--- src/rtl/word_cmd_pkg.sv ---
// Shared types and constants for the UART word command engine.
package word_cmd_pkg;

  typedef enum logic [1:0] {
    OP_NOP   = 2'b00,
    OP_WRITE = 2'b01,
    OP_READ  = 2'b10,
    OP_ECHO  = 2'b11
  } op_t;

  typedef enum logic {
    IDLE      = 1'b0,
    WAIT_DATA = 1'b1
  } state_t;

  localparam logic [15:0] RESP_ERR = 16'hEEEE;
  localparam logic [7:0]  ACK_TAG  = 8'hA5;
  localparam logic [1:0]  ECHO_TAG = 2'b11;
  localparam logic [1:0]  WR_TAG   = 2'b01;

  // Command addresses are 6 bits, so the register count is capped at 64.
  function automatic logic addr_ok(input logic [5:0] a, input int n);
    return {1'b0, a} < 7'(n);
  endfunction

endpackage

--- src/rtl/resp_fifo.sv ---
// First-word fall-through response FIFO; extra pointer bit separates full from empty.
module resp_fifo #(
  parameter int WIDTH = 16,
  parameter int DEPTH = 4
) (
  input  logic             clk,
  input  logic             rstb,
  input  logic             push,
  input  logic [WIDTH-1:0] push_data,
  input  logic             pop,
  output logic             empty,
  output logic             full,
  output logic [WIDTH-1:0] head,
  output logic             drop
);
  localparam int PW = $clog2(DEPTH) + 1;

  logic [PW-1:0]    wr_ptr, rd_ptr;
  logic [WIDTH-1:0] mem [DEPTH];
  logic             pop_ok, push_ok;

  assign empty   = (wr_ptr == rd_ptr);
  assign full    = (wr_ptr[PW-1] != rd_ptr[PW-1]) && (wr_ptr[PW-2:0] == rd_ptr[PW-2:0]);
  assign head    = mem[rd_ptr[PW-2:0]];
  assign pop_ok  = pop && !empty;
  // A full FIFO still takes the word when the head leaves on the same edge.
  assign push_ok = push && (!full || pop_ok);
  assign drop    = push && full && !pop_ok;

  always_ff @(posedge clk) begin
    if (rstb) begin
      wr_ptr <= '0;
      rd_ptr <= '0;
      for (int i = 0; i < DEPTH; i++) mem[i] <= '0;
    end else begin
      if (push_ok) begin
        mem[wr_ptr[PW-2:0]] <= push_data;
        wr_ptr              <= wr_ptr + PW'(1);
      end
      if (pop_ok) rd_ptr <= rd_ptr + PW'(1);
    end
  end

endmodule

--- src/rtl/word_cmd_engine.sv ---
// Decodes host command words into register file accesses and queues response words.
module word_cmd_engine
  import word_cmd_pkg::*;
#(
  parameter int NUM_REGS     = 16,
  parameter int TIMEOUT_CLKS = 100000,
  parameter int FIFO_DEPTH   = 4
) (
  input  logic        clk,
  input  logic        rstb,
  input  logic [15:0] cmd_data,
  input  logic        cmd_valid,
  output logic [15:0] resp_data,
  output logic        resp_valid,
  input  logic        resp_ready,
  output logic [7:0]  led,
  output logic [7:0]  err_cnt,
  output logic        ovf
);
  localparam int AW = (NUM_REGS > 1) ? $clog2(NUM_REGS) : 1;
  localparam int TW = $clog2(TIMEOUT_CLKS + 1);

  state_t        state, state_nxt;
  logic [15:0]   regs [NUM_REGS];
  logic [5:0]    waddr;
  logic [TW-1:0] tcnt;
  op_t           op;
  logic [5:0]    addr;
  logic          push, wr_en, err_inc, latch;
  logic [15:0]   push_data;
  logic          empty, drop, fifo_full_unused;

  assign op   = op_t'(cmd_data[15:14]);
  assign addr = cmd_data[13:8];

  always_ff @(posedge clk) begin
    if (rstb) state <= IDLE;
    else      state <= state_nxt;
  end

  always_comb begin
    state_nxt = state;
    push      = 1'b0;
    push_data = 16'h0000;
    wr_en     = 1'b0;
    err_inc   = 1'b0;
    latch     = 1'b0;
    case (state)
      IDLE: if (cmd_valid) begin
        case (op)
          OP_NOP: ;
          OP_WRITE: begin
            state_nxt = WAIT_DATA;
            latch     = 1'b1;
          end
          OP_READ: begin
            push = 1'b1;
            if (addr_ok(addr, NUM_REGS)) push_data = regs[addr[AW-1:0]];
            else begin
              push_data = RESP_ERR;
              err_inc   = 1'b1;
            end
          end
          OP_ECHO: begin
            push      = 1'b1;
            push_data = {ECHO_TAG, cmd_data[13:0]};
          end
        endcase
      end
      WAIT_DATA: begin
        // A data word on the timeout cycle takes priority over the timeout.
        if (cmd_valid) begin
          state_nxt = IDLE;
          push      = 1'b1;
          if (addr_ok(waddr, NUM_REGS)) begin
            wr_en     = 1'b1;
            push_data = {WR_TAG, waddr, ACK_TAG};
          end else begin
            push_data = RESP_ERR;
            err_inc   = 1'b1;
          end
        end else if (tcnt == TW'(TIMEOUT_CLKS - 1)) begin
          state_nxt = IDLE;
          err_inc   = 1'b1;
        end
      end
      default: state_nxt = IDLE;
    endcase
  end

  always_ff @(posedge clk) begin
    if (rstb) begin
      waddr   <= '0;
      tcnt    <= '0;
      err_cnt <= '0;
      ovf     <= 1'b0;
      for (int i = 0; i < NUM_REGS; i++) regs[i] <= '0;
    end else begin
      if (latch) begin
        waddr <= addr;
        tcnt  <= '0;
      end else if (state == WAIT_DATA && !cmd_valid) begin
        tcnt <= tcnt + TW'(1);
      end
      if (wr_en) regs[waddr[AW-1:0]] <= cmd_data;
      if (err_inc && err_cnt != 8'hFF) err_cnt <= err_cnt + 8'd1;
      if (drop) ovf <= 1'b1;
    end
  end

  assign led        = regs[0][7:0];
  assign resp_valid = !empty;

  resp_fifo #(.WIDTH(16), .DEPTH(FIFO_DEPTH)) u_fifo (
    .clk       (clk),
    .rstb      (rstb),
    .push      (push),
    .push_data (push_data),
    .pop       (resp_ready),
    .empty     (empty),
    .full      (fifo_full_unused),
    .head      (resp_data),
    .drop      (drop)
  );

endmodule

--- config.mk ---
export PLATFORM = sky130hd
export DESIGN_NAME = word_cmd_engine
export DESIGN_NICKNAME = d
export VERILOG_FILES = /design/src/rtl/word_cmd_pkg.sv /design/src/rtl/resp_fifo.sv /design/src/rtl/word_cmd_engine.sv
export SDC_FILE = /design/constraint.sdc
export NUM_CORES = 1
export LEC_CHECK = 0
export CAP_MARGIN = 10
export CORE_ASPECT_RATIO = 1.5
export CORE_MARGIN = 5
export CORE_UTILIZATION = 56
export CTS_CLUSTER_SIZE = 10
export DETAILED_ROUTE_END_ITERATION = 7
export GPL_ROUTABILITY_DRIVEN = 0
export PLACE_DENSITY = 0.77
export SKIP_CTS_REPAIR_TIMING = 1
export SYNTH_ARGS = -nofsm -noshare
export SYNTH_HDL_FRONTEND = slang
export SYNTH_SLANG_ARGS = --single-unit
export TNS_END_PERCENT = 5
--- constraint.sdc ---
create_clock -name clk -period 2.19 [get_ports clk]
set_clock_uncertainty 0.05 [all_clocks]
set_input_delay 0.438 -clock clk [delete_from_list [all_inputs] [get_ports clk]]
set_output_delay 0.438 -clock clk [all_outputs]
set_load 0.02 [all_outputs]
==> impl_results.md <==
- Synth warn: 0
- Minimum clock period: 2.30 ns
- Final slew viol count: 0
- Area after DPL: between 0.015 and 0.02 mm²
- GRT Total Usage: 0.261
- Drt via density: between 6 and 7
- Vias in the first global route: roughly 12,000
- PortBufs: 53
- Synth area leaders: edfxtp_1 57%, and2_1 7.8%, mux4_2 6.4%
- Die width: about 150 µm
- Final hold viol count: 0
- Max Buffers Root-to-Sink: 3
- Crit Path Category: flop to primary output
- DPL Wire Length: roughly 31,000 µm
- Synth Area per Inst: around 13 µm²
- Seq/Total Area, Yosys: 0.618
- Lkg Pwr: ~8 nW
- Synth unique cells: 67
- Min-Delay Path Class: input pin to flop
- Setup-failing EPs final: 16
- Clock Latency Late Sink: 0.55 ns
- Final worst slack: -0.105 ns
- Most used flip-flop cell after synthesis: edfxtp_1
- Die Y: approximately 220 µm
- Req. time, crit path: between 1.5 and 2 ns
- Seq pwr share: 0.498
- Core Region: 0.0296 mm²
- Slew @ Worst Pin: 0.528 ns
- Syn Inst Count: between 1,000 and 1,500
- Share of cells above drive strength 1: 0.251
- Antenna violations before repair: 0
- P_sw: 3.65 mW
- Fin nets: around 1,500
- CTS buffer count: 42
- Min-delay src: rstb
- Critical-path maximum fanout: 8
- Post-route design area: 0.0205 mm²
- Tot Pwr: approximately 16 mW
- Setup crit start kind: flop
- Sink Count: between 300 and 400
- Via Count: ~11,000
- Largest stage delay on the critical path: about 0.56 ns
- Worst vdd rail ir drop: ~0.57 mV
- # diodes: 0
- CP endpoint kind: primary output
- FF+latch count, synth: between 300 and 400
- CTS HTree Levels: 2
- Critical path's slowest cell: mux4_2
- First-pass GRT wire length: around 67,000 µm
- Total internal power: approximately 12 mW
- Post-DR wirelength/cell: 23.1 µm
- Cell row count: a little under 80
- Count leader, synth: edfxtp_1
- Post-route antenna net violation count: 0
- Crit share post-route: 1.05
- Switching share of power: 0.232
- Worst-path clk slew: approximately 0.060 ns
- EDFF count, synth: 320
- Worst hold path depth: 3
- Post-synth ARST share: 0
- Area growth from synthesis to layout: 21.6%
- Max Cap Viol: 0
- Initial Utilization: 0.570
- Pwr/cell area: ~770 mW/mm²
- Number of DRC markers in iteration 0: between 1,000 and 1,500
- DRT Pass-1 Iters: 6
- IO Pins: 54
- TritonCTS clock tree: yes
- Syn Nets: approximately 1,300
- # fillers: around 1,900
- RSZ-0062 raised after global routing: true
- Worst r2r src: waddr[5]
- GRT overflow: 0
- List of most frequent post-synthesis cells: 320 x edfxtp_1, 210 x and2_1, 100 x nor2_1, 72 x clkbuf_1, 65 x nand2_1
- Post-Synthesis Cell Area: ~0.017 mm²
- Post-route DRC: 0
- Failing checks: setup timing
- Worst EP arrival: approximately 1.8 ns
- Worst slew margin: 0.639
- Max Freq: 436 MHz
- Largest area contributor in the netlist: edfxtp_1
- Clk pwr share: 0.391
- Root buf cell: clkbuf_16
- Combinational fraction of design power: 0.111
- Top-area cell type share of the netlist area: 0.569
- Routed WL: around 44,000 µm
- Worst R2R Path Depth: 7
- Crit-path cells: buf_12 -> mux4_2 -> buf_6
- Status: finished, violations left
- DIE AREA: between 0.03 and 0.04 mm²
- Largest net degree at the start of global routing: 32
state kept, by name, indices dropped and copies added (netlist names), named ones only:
register / cells
regs: 256
u_fifo.mem: 64
tcnt: 17
err_cnt: 8
waddr: 6
u_fifo.rd_ptr: 3
u_fifo.wr_ptr: 3
ovf: 1
state: 1
cell usage in the layout, fill, tap and decap left out, types with 17 or more instances in the layout:
master	count
clkbuf_16	44
nor3_1	44
nor2_1	100
buf_12	32
xor2_1	17
or2_2	18
mux2i_1	62
a21oi_1	29
nand2_1	64
edfxtp_1	320
mux4_2	48
buf_4	169
nand4_1	17
nand3_1	29
clkdlybuf4s50_1	31
and2_1	210
dfxtp_1	37
critical path, delay by kind of cell, from the launching register on:
kind,cells,cell delay (ns)
multiplexers,1,0.56
flip-flops,1,0.38
buffers and inverters,2,0.31
cells by family after synthesis:
| logic type | after synthesis | share of synthesized area |
|---|---|---|
| muxes | 123 | 0.110 |
| AOI/OAI and AO/OA | 88 | 0.0360 |
| DFF | 361 | 0.618 |
| and+or+nand+nor | 580 | 0.190 |
| xor gates and xnor gates | 24 | 0.0125 |
| adders and majority gates | 4 | 0.00297 |
| buffers and inverters | 116 | 0.0309 |
final timing paths:
path,to,slack [ns]
worst min-delay path,waddr[0],0.38
worst max register to register,regs[15][2],0.08
worst min register to register,tcnt[1],0.42
worst max-delay path,resp_data[9],-0.11
routing by layer:
| metal | track usage | part of all wire | vias to the layer above |
|---|---|---|---|
| met5 | 0 | 0 | - |
| met4 | 0.129 | 0.055 | 0 |
| met3 | 0.0395 | 0.067 | 131 |
| met2 | 0.471 | 0.54 | 502 |
| met1 | 0.297 | 0.34 | 5684 |
| li1 | - | - | 5108 |
metrics by stage:
| stage | cells | utilization | hold WS [ns] | worst slack (ns) | TNS (ns) |
|---|---|---|---|---|---|
| 3_3_place_gp | 1833 | 0.652 | 0.403 | -0.407 | -162.78 |
| 3_5_place_dp | 1833 | 0.652 | 0.413 | -0.500 | -180.78 |
| 4_1_cts | 1891 | 0.691 | 0.351 | -0.589 | -9.02 |
| 2_1_floorplan | 1296 | - | 0.404 | -0.0481 | -0.302 |
| 5_1_grt | 1892 | 0.694 | 0.383 | -0.151 | -1.75 |
| 6_report | 1892 | 0.694 | 0.378 | -0.105 | -1.06 |
power by group through the flow:
stage                     logic [mW]  clock network (mW)  registers [mW]
after floorplan                0.903                   0            7.91
after global placement          1.66                   0            7.93
after detailed placement        1.68                   0            7.95
after CTS                       1.70                6.21            7.81
after global routing            1.84                6.49            7.84
final                           1.74                6.15            7.83
area by class of cell:
type                       count  area [µm²]  share of cell area
timing repair buffer         253        2440               0.119
clock inverter                 3        37.5             0.00183
tap                          395         494              0.0241
sequential                   361       10400               0.509
multi-input combinational    819        5970               0.291
clock buffer                  55        1120              0.0546
inverter                       6        22.5             0.00110
Note: power is estimated with default switching activity, not from simulation.
